### config.mk
export PLATFORM = sky130hd
export DESIGN_NAME = fpgaminer_avmm_csr
export DESIGN_NICKNAME = d
export VERILOG_FILES = /design/src/rtl/fpgaminer_avmm_csr.sv
export SDC_FILE = /design/constraint.sdc
export NUM_CORES = 1
export LEC_CHECK = 0
export CORE_AREA = 5 5 266 268
export CTS_CLUSTER_DIAMETER = 200
export DETAILED_ROUTE_END_ITERATION = 6
export DIE_AREA = 0 0 271 273
export PLACE_DENSITY = 0.64
export SYNTH_ARGS = -nofsm -noshare
export SYNTH_HDL_FRONTEND = slang
export SYNTH_SLANG_ARGS = --single-unit
### constraint.sdc
create_clock -name clk -period 14.05 [get_ports clk]
set_input_delay 3.5125 -clock clk [delete_from_list [all_inputs] [get_ports clk]]
set_output_delay 3.5125 -clock clk [all_outputs]
set_load 0.03 [all_outputs]
### src/rtl/fpgaminer_avmm_csr.sv
// fpgaminer_avmm_csr: Avalon-MM register slave for the fpgaminer core.
// Holds the job words (8-word midstate and 3-word block tail), offers them to
// the hashing core with a valid/ready handshake, and queues golden nonces from
// the core in a small FIFO that the host drains by reading.
module fpgaminer_avmm_csr #(
    parameter int          NONCE_FIFO_DEPTH = 4,
    parameter logic [31:0] CORE_ID          = 32'h4650_4D31
) (
    input  logic         clk,
    input  logic         reset_n,
    input  logic [3:0]   avs_s0_address,
    input  logic         avs_s0_write,
    input  logic [31:0]  avs_s0_writedata,
    input  logic [3:0]   avs_s0_byteenable,
    input  logic         avs_s0_read,
    output logic [31:0]  avs_s0_readdata,
    output logic         avs_s0_readdatavalid,
    output logic         avs_s0_waitrequest,
    output logic         job_valid,
    input  logic         job_ready,
    output logic [255:0] job_midstate,
    output logic [95:0]  job_data,
    input  logic         core_busy,
    input  logic [31:0]  core_nonce,
    input  logic         golden_valid,
    input  logic [31:0]  golden_nonce
);

    localparam int PTR_W = (NONCE_FIFO_DEPTH > 1) ? $clog2(NONCE_FIFO_DEPTH) : 1;
    localparam int CNT_W = $clog2(NONCE_FIFO_DEPTH + 1);
    localparam logic [CNT_W-1:0] DEPTH_C = CNT_W'(NONCE_FIFO_DEPTH);

    typedef enum logic [3:0] {
        ADDR_CTRL   = 4'd11,
        ADDR_STATUS = 4'd12,
        ADDR_POP    = 4'd13,
        ADDR_CUR    = 4'd14,
        ADDR_ID     = 4'd15
    } addr_e;

    logic [31:0]      regs [0:10];
    logic [31:0]      mem  [0:NONCE_FIFO_DEPTH-1];
    logic [PTR_W-1:0] wr_ptr, rd_ptr, mem_waddr;
    logic [CNT_W-1:0] count;
    logic             overflow;

    logic is_job_word, is_ctrl, start_req;
    logic wr_accept, start, fifo_clr, ovf_clr;
    logic fifo_full, pop, push, mem_we;
    logic [31:0] status, rd_mux;

    // Command decode. A simultaneous read wins: the write is dropped, never stalled.
    // Writes that would disturb an offered job (job words, or a new START) wait
    // until the core has taken the job.
    always_comb begin
        is_job_word        = (avs_s0_address <= 4'd10);
        is_ctrl            = (avs_s0_address == ADDR_CTRL);
        start_req          = is_ctrl & avs_s0_byteenable[0] & avs_s0_writedata[0];
        avs_s0_waitrequest = avs_s0_write & ~avs_s0_read & job_valid & (is_job_word | start_req);
        wr_accept          = avs_s0_write & ~avs_s0_read & ~avs_s0_waitrequest;
        start              = wr_accept & start_req;
        fifo_clr           = wr_accept & is_ctrl & avs_s0_byteenable[0] & avs_s0_writedata[1];
        ovf_clr            = wr_accept & is_ctrl & avs_s0_byteenable[0] & avs_s0_writedata[2];
    end

    // Job word registers with per-byte write enables.
    always_ff @(posedge clk or negedge reset_n) begin
        if (!reset_n) begin
            for (int i = 0; i < 11; i++) regs[i] <= '0;
        end else if (wr_accept && is_job_word) begin
            // NOTE: state is updated with non-blocking assignments so every register
            // samples pre-edge values regardless of block ordering.
            for (int b = 0; b < 4; b++)
                if (avs_s0_byteenable[b])
                    regs[avs_s0_address][8*b +: 8] <= avs_s0_writedata[8*b +: 8];
        end
    end

    // The job is presented straight from the live registers.
    always_comb begin
        for (int i = 0; i < 8; i++) job_midstate[32*i +: 32] = regs[i];
        for (int i = 0; i < 3; i++) job_data[32*i +: 32]     = regs[8 + i];
    end

    // Job handshake: START raises job_valid, the core's acceptance drops it.
    always_ff @(posedge clk or negedge reset_n) begin
        if (!reset_n)                    job_valid <= 1'b0;
        else if (start)                  job_valid <= 1'b1;
        else if (job_valid && job_ready) job_valid <= 1'b0;
    end

    // FIFO control: a pop frees a slot for a same-cycle push, even when full.
    always_comb begin
        fifo_full = (count == DEPTH_C);
        pop       = avs_s0_read & (avs_s0_address == ADDR_POP) & (count != '0);
        push      = golden_valid & (~fifo_full | pop);
        mem_we    = golden_valid & (fifo_clr | ~fifo_full | pop);
        mem_waddr = fifo_clr ? '0 : wr_ptr;
    end

    // FIFO pointers, occupancy and sticky overflow. A clear empties the FIFO
    // but a golden nonce arriving that same cycle is still kept.
    always_ff @(posedge clk or negedge reset_n) begin
        if (!reset_n) begin
            wr_ptr   <= '0;
            rd_ptr   <= '0;
            count    <= '0;
            overflow <= 1'b0;
        end else begin
            if (fifo_clr) begin
                rd_ptr <= '0;
                wr_ptr <= golden_valid ? PTR_W'(1) : '0;
                count  <= golden_valid ? CNT_W'(1) : '0;
            end else begin
                if (push) wr_ptr <= wr_ptr + 1'b1;
                if (pop)  rd_ptr <= rd_ptr + 1'b1;
                if (push && !pop)      count <= count + 1'b1;
                else if (pop && !push) count <= count - 1'b1;
            end
            if (golden_valid && fifo_full && !pop && !fifo_clr) overflow <= 1'b1;
            else if (ovf_clr)                                   overflow <= 1'b0;
        end
    end

    // FIFO storage.
    // NOTE: the storage array has no reset; count gates every read, so stale
    // contents are never visible and the array can map onto plain RAM.
    always_ff @(posedge clk) begin
        if (mem_we) mem[mem_waddr] <= golden_nonce;
    end

    // Read-data selection and status word.
    always_comb begin
        // NOTE: every combinational output gets a default first so no path infers a latch.
        status      = '0;
        status[0]   = job_valid | core_busy;
        status[1]   = (count != '0);
        status[2]   = fifo_full;
        status[3]   = overflow;
        status[8:4] = 5'(count);
        rd_mux      = '0;
        case (avs_s0_address)
            ADDR_CTRL:   rd_mux = '0;
            ADDR_STATUS: rd_mux = status;
            ADDR_POP:    rd_mux = (count != '0) ? mem[rd_ptr] : '0;
            ADDR_CUR:    rd_mux = core_nonce;
            ADDR_ID:     rd_mux = CORE_ID;
            default:     rd_mux = regs[avs_s0_address];
        endcase
    end

    // Registered read return, one cycle after the read strobe.
    always_ff @(posedge clk or negedge reset_n) begin
        if (!reset_n) begin
            avs_s0_readdata      <= '0;
            avs_s0_readdatavalid <= 1'b0;
        end else begin
            avs_s0_readdatavalid <= avs_s0_read;
            if (avs_s0_read) avs_s0_readdata <= rd_mux;
        end
    end

endmodule
==> results of run 1 <==
==> cell usage after synthesis, drive strengths merged (2+ instances only) <==
| cell type | instances |
|---|---|
| a31oi | 2 |
| nor3 | 10 |
| o22a | 30 |
| nor2 | 46 |
| a311oi | 2 |
| nand3b | 2 |
| o21bai | 2 |
| or4 | 3 |
| nand2b | 6 |
| o32ai | 27 |
| inv | 34 |
| nand2 | 24 |
| and4b | 2 |
| a2111oi | 5 |
| nor4 | 3 |
| mux2 | 385 |
| mux4 | 96 |
| a221oi | 16 |
| nand3 | 7 |
| dfrtp | 394 |
| o22ai | 5 |
| a211oi | 40 |
| and2 | 2 |
| o2111ai | 4 |
| nor2b | 36 |
| and4 | 2 |
| o311a | 3 |
| o21ai | 45 |
| buf | 84 |
| xor2 | 4 |
| mux2i | 2 |
| and3 | 5 |
| a21oi | 20 |
| nor3b | 4 |
| clkbuf | 33 |
| edfxtp | 128 |
==> flip-flops by register name, summed over array words and instances (netlist names) <==
register	flops
avs_s0_readdata	32
avs_s0_readdatavalid	1
count	3
job_data	96
job_midstate	256
job_valid	1
mem	128
overflow	1
rd_ptr	2
wr_ptr	2
==> path summary, 6_finish.rpt <==
| path | from | to | slack (ns) | depth (start not counted) |
|---|---|---|---|---|
| hold reg to reg | job_midstate[32] | job_midstate[32] | 0.51 | 1 |
| setup reg to reg | count[0] | avs_s0_readdata[16] | 10.96 | 5 |
| max in group asynchronous | reset_n | job_midstate[37] | 8.83 | 3 |
| min in group asynchronous | reset_n | job_midstate[146] | 2.90 | 1 |
| setup / recovery | avs_s0_write | avs_s0_waitrequest | 4.77 | 4 |
| hold / removal | job_midstate[32] | job_midstate[32] | 0.51 | 1 |
==> routing by layer <==
layer	wire (µm)	global-route usage, %	up-vias
li1	-	-	6801
met1	35950	29.98	8433
met2	40130	35.41	617
met3	6329	6.058	137
met4	2589	7.198	14
met5	93	0	-
==> area by class of cell <==
class	instances	share of cell area (%)
flip-flops and latches	522	43.95
multi-input cells	858	29.49
repair buffers	518	16.49
clock buffers	84	5.196
well taps	882	3.539
clock inverters	23	0.8426
inverters	34	0.4093
diodes	10	0.08025
==> power breakdown <==
group / switching (µW) / leakage, µW / internal, µW / total, µW
clock network: 626 / 0.000920 / 891 / 1520
registers: 141 / 0.00645 / 1770 / 1910
logic: 650 / 0.00543 / 509 / 1160
==> per-stage QoR <==
| stage | hold WS (ns) | utilization, % | total power (µW) | std cells | setup WS [ns] |
|---|---|---|---|---|---|
| after floorplan | 0.4651 | - | 2577 | 1531 | 5.905 |
| after global placement | 0.4908 | 42.99 | 3080 | 2814 | 4.863 |
| after detailed placement | 0.5002 | 42.99 | 3104 | 2814 | 4.806 |
| after CTS | 0.5129 | 45.75 | 4629 | 2921 | 4.796 |
| after global routing | 0.5412 | 45.78 | 4757 | 2929 | 4.674 |
| final | 0.5146 | 45.79 | 4584 | 2931 | 4.767 |
==> cells by family (layout without fill, tap and decap cells) <==
logic type | Yosys count | after routing | synth area share (%)
other cells | 0 | 10 | 0
compound gates | 210 | 210 | 6.524
mux | 483 | 483 | 27.70
fa+ha+maj | 1 | 1 | 0.08507
xor+xnor | 5 | 5 | 0.1861
buf+inv | 151 | 659 | 2.823
simple gates | 159 | 159 | 4.456
flops | 522 | 522 | 58.23
==> worst reg2reg max path, delay by kind of cell, from the launching register on <==
family,cells,cell delay [ns]
compound gates,3,1.76
buf+inv,1,0.31
flops,1,0.51
simple gates,1,0.35
==> flow_summary.json, run 1 <==
{
  "async_reset_ff_share_pct": 75.48,
  "synth-main-ff-cell": "dfrtp_1",
  "synth-edff-count": 128,
  "path_cells": "clkdlybuf4s50_1, nor2b_1, and3_1, clkdlybuf4s50_1",
  "required_ns": 10.54,
  "clockRootBuffer": "clkbuf_16",
  "synth-seq-area-share_pct": 58.23,
  "fmax_ghz": 0.1077,
  "cpPeakStageDelay_ns": 0.79,
  "status": "completed",
  "critPathBufInv": 2,
  "cts.sinks": 522,
  "vdd_drop_max_uv": 87.42,
  "gp_congestion": 0.8396,
  "cpMostUsedCell": "clkdlybuf4s50_1",
  "cts_buffers": 58,
  "avgSynthCellArea_um2": 15.37,
  "portBuffers": 497,
  "cts.htree.levels": 2,
  "antenna_found_initial": 20,
  "cp_max_fo": 12,
  "synth_nets": 1643,
  "dp_hpwl_mm": 59.24,
  "nets": 2104,
  "drt_iter0_drc": 1068,
  "vias": 16000,
  "final_cell_mix": "clkdlybuf4s50_1 (491), dfrtp_1 (393), mux2_2 (359)",
  "hold_viol_final": 0,
  "grt_util_all_layers_pct": 22.31,
  "synth_top_area_share_pct": 41.90,
  "synthCells": 1531,
  "grt_setup_unrepaired": "no",
  "postCtsHoldBufs": 0,
  "gr-total-overflow": 0,
  "startpoint_type": "input port",
  "cts_resized": 0,
  "ys_warn_count": 0,
  "via_per_inst": 5.460,
  "finalCriticalPeriod_ns": 9.283,
  "crit_type": "in -> out",
  "cts_tree": "built",
  "die-area_mm2": 0.07398,
  "synth_top_area_cell": "dfrtp_1",
  "final-setup-viol-count": 0,
  "grt_start_max_net_pins": 153,
  "fin_skew_ns": 0.01364,
  "hold_class": "reg -> reg",
  "crit_path_top_delay_cell": "clkdlybuf4s50_1",
  "clockBufferDepth": 3,
  "layout-drive-gt1-share_pct": 30.21,
  "start_util_pct": 34.55,
  "slew_headroom_pct": 15.46,
  "multiInputGateArea_mm2": 0.009198,
  "core_area_mm2": 0.06811,
  "ant_nets": 0,
  "clkTransAtPathRegs_ns": 0.06,
  "avgRoutedWirePerCell_um": 29.03,
  "place_area_mm2": 0.02928,
  "synth_area_mm2": 0.02353,
  "dr.pass1.iters": 5,
  "clock_latency_ns": 0.61,
  "p_leak_uw": 0.01280,
  "period_share_pct": 66.07,
  "finalSetupTns_ns": 0,
  "fillers": 5969,
  "critPathCaptureType": "output pin",
  "grt_pass1_vias": 16610,
  "io_pins": 498,
  "ys_seq_elements": 522,
  "p_per_area_mw_per_mm2": 147.0,
  "arrival_ns": 5.77,
  "finalWirelength_mm": 85.09,
  "drc_errors": 0,
  "synth.area.top_cells": "dfrtp_1 (42%), mux2_2 (17%), edfxtp_1 (16%)",
  "cp_top_family": "buffers and inverters",
  "cts_setup_buffers": 0,
  "design_area_mm2": 0.03118,
  "ys_types": 63,
  "drv_slew": 0,
  "layout_commonest_cell": "clkdlybuf4s50_1",
  "grt_pass1_wl_mm": 122.6,
  "maxCapViolCount": 0,
  "die_h_um": 273,
  "tightest_slew_ns": 1.268,
  "syn_to_final_growth_pct": 32.51,
  "fp.dieW_um": 271,
  "rows": 96,
  "register_area_mm2": 0.01370
}
Note: power is estimated with default switching activity, not from simulation.
==> inputs of run 2 (changes only) <==
Settings changed: PLACE_DENSITY 0.64 to 0.66.
Clock period 14.05 ns to 7.5 ns, I/O delays scaled along.
==> run 2 against run 1 <==
  * Die area unchanged
  * Non-clock buffer count increased by 1
  * Largest power group unchanged
  * Critical endpoint unchanged
  * Core utilization increased by 0.19 points
  * First-iteration DRC count increased by 16%
  * Global-route usage decreased by 0.44 points
  * Hold slack improved by 0.0010 ns
  * Critical path depth increased by 1
  * Sequential power increased by 87%
  * Setup slack got worse by 3.2 ns
  * Combinational power increased by 84%
  * Count of clock-buffer cells in the layout decreased by 5
==> flow_summary.json, run 2 (synthesized netlist as in run 1, its figures left out) <==
{
  "grt_start_max_net_pins": 168,
  "crit_type": "in -> out",
  "drv_slew": 0,
  "place_area_mm2": 0.02928,
  "portBuffers": 497,
  "start_util_pct": 34.55,
  "post-place-ws_ns": 1.588,
  "vdd_drop_max_uv": 178.8,
  "antenna_found_initial": 14,
  "rrSetupSlack_ns": 4.57,
  "tightest_slew_ns": 1.291,
  "period_share_pct": 79.47,
  "gr-total-overflow": 0,
  "cts_setup_buffers": 0,
  "nets": 2104,
  "cts.sinks": 522,
  "maxCapViolCount": 0,
  "finalWirelength_mm": 83.86,
  "r2r-start": "rd_ptr[1]",
  "syn_to_final_growth_pct": 33.07,
  "critPathCaptureType": "output pin",
  "hold_viol_final": 0,
  "arrival_ns": 4.09,
  "drc_errors": 0,
  "hold_class": "reg -> reg",
  "dr.pass1.iters": 5,
  "fin_skew_ns": 0.01843,
  "layout_commonest_cell": "clkdlybuf4s50_1",
  "cts.htree.levels": 2,
  "final_cell_mix": "clkdlybuf4s50_1 (491), dfrtp_1 (393), mux2_2 (359)",
  "cts_resized": 0,
  "grt_util_all_layers_pct": 21.87,
  "finalCriticalPeriod_ns": 5.960,
  "slew_headroom_pct": 13.94,
  "drt_iter0_drc": 1241,
  "fillers": 5906,
  "die_h_um": 273,
  "avgRoutedWirePerCell_um": 28.70,
  "hp-start": "job_midstate[44]",
  "vias": 16140,
  "grt_pass1_vias": 16810,
  "cts_buffers": 57,
  "worst_r2r_endpoint": "avs_s0_readdata[9]",
  "min_path_cells": 1,
  "largest_reg_flops": 256,
  "grt_pass1_wl_mm": 120.7,
  "clkTransAtPathRegs_ns": 0.06,
  "postCtsHoldBufs": 0,
  "layout-drive-gt1-share_pct": 30.92,
  "layout_setup_ws_ns": 1.540,
  "die-area_mm2": 0.07398,
  "status": "completed",
  "rr_worst_depth": 4,
  "gp_congestion": 0.8262,
  "clockRootBuffer": "clkbuf_16",
  "fp.dieW_um": 271,
  "cts_tree": "built",
  "p_per_area_mw_per_mm2": 278.2,
  "ant_nets": 0,
  "core_area_mm2": 0.06811,
  "startpoint_type": "input port",
  "finalSetupTns_ns": 0,
  "p_leak_uw": 0.01288,
  "hold_end": "job_midstate[44]",
  "dp_hpwl_mm": 58.61,
  "required_ns": 5.62,
  "fmax_ghz": 0.1678,
  "design_area_mm2": 0.03131,
  "clock_latency_ns": 0.62,
  "cp_max_fo": 14,
  "final-setup-viol-count": 0,
  "grt_setup_unrepaired": "no",
  "io_pins": 498,
  "via_per_inst": 5.523,
  "clockBufferDepth": 3,
  "rows": 96
}
## run 2: changes by cell type in the layout (fill, tap and decap cells not counted), moves of 2 or more
cell       change
bufinv_16      +2
clkbuf_1      -13
clkbuf_4       +2
clkbuf_8       +6
clkinv_1       -5
diode_2        -4
inv_16         +2
inv_6          -2
## run 2: where the power goes
part	switching [µW]	total, µW	internal, µW	leakage, µW
clock network	1190	3000	1800	0.000998
logic	1180	2140	952	0.00544
registers	270	3580	3310	0.00645
total	2650	8710	6060	0.0129
## run 2: how the worst max path moves through the flow
stage / startpoint / end / depth (start not counted)
final: avs_s0_writedata[0] / avs_s0_waitrequest / 5
after CTS: avs_s0_writedata[0] / avs_s0_waitrequest / 5
after global routing: avs_s0_writedata[0] / avs_s0_waitrequest / 5
after global placement: avs_s0_writedata[0] / avs_s0_waitrequest / 5
after floorplan: avs_s0_read / mem[1][0] / 5
after detailed placement: avs_s0_writedata[0] / avs_s0_waitrequest / 5
## run 2: area by class of cell
type / instances / area, µm² / area share [%]
Sequential cell: 522 / 13700 / 43.76
Multi-Input combinational cell: 858 / 9185 / 29.33
Timing Repair Buffer: 519 / 5162 / 16.49
Clock buffer: 79 / 1669 / 5.330
Tap cell: 882 / 1104 / 3.524
Clock inverter: 22 / 346.6 / 1.107
Inverter: 34 / 127.6 / 0.4076
Antenna cell: 6 / 15.01 / 0.04795
## run 2: layer usage
layer	track usage [%]	up-vias	share of wire, %
met5	0	-	0.12
li1	-	6796	-
met2	34.67	669	47
met1	29.57	8497	42
met4	6.456	16	2.9
met3	6.119	161	7.7
## run 2: worst max-delay path: stages
cell	delay, ns
clkdlybuf4s50_1	0.86
a21oi_1	0.16
o21ai_0	0.16
and3_1	0.30
clkdlybuf4s50_1	0.72
## run 2: stage by stage
step | total power, µW | cells | utilization (%) | hold WS (ns)
floorplan | 4827 | 1531 | - | 0.4651
global placement | 5740 | 2815 | 43.00 | 0.4929
detailed placement | 5790 | 2815 | 43.00 | 0.5021
CTS | 8812 | 2916 | 45.96 | 0.5159
global route | 9053 | 2920 | 45.97 | 0.5332
finish | 8710 | 2922 | 45.98 | 0.5157
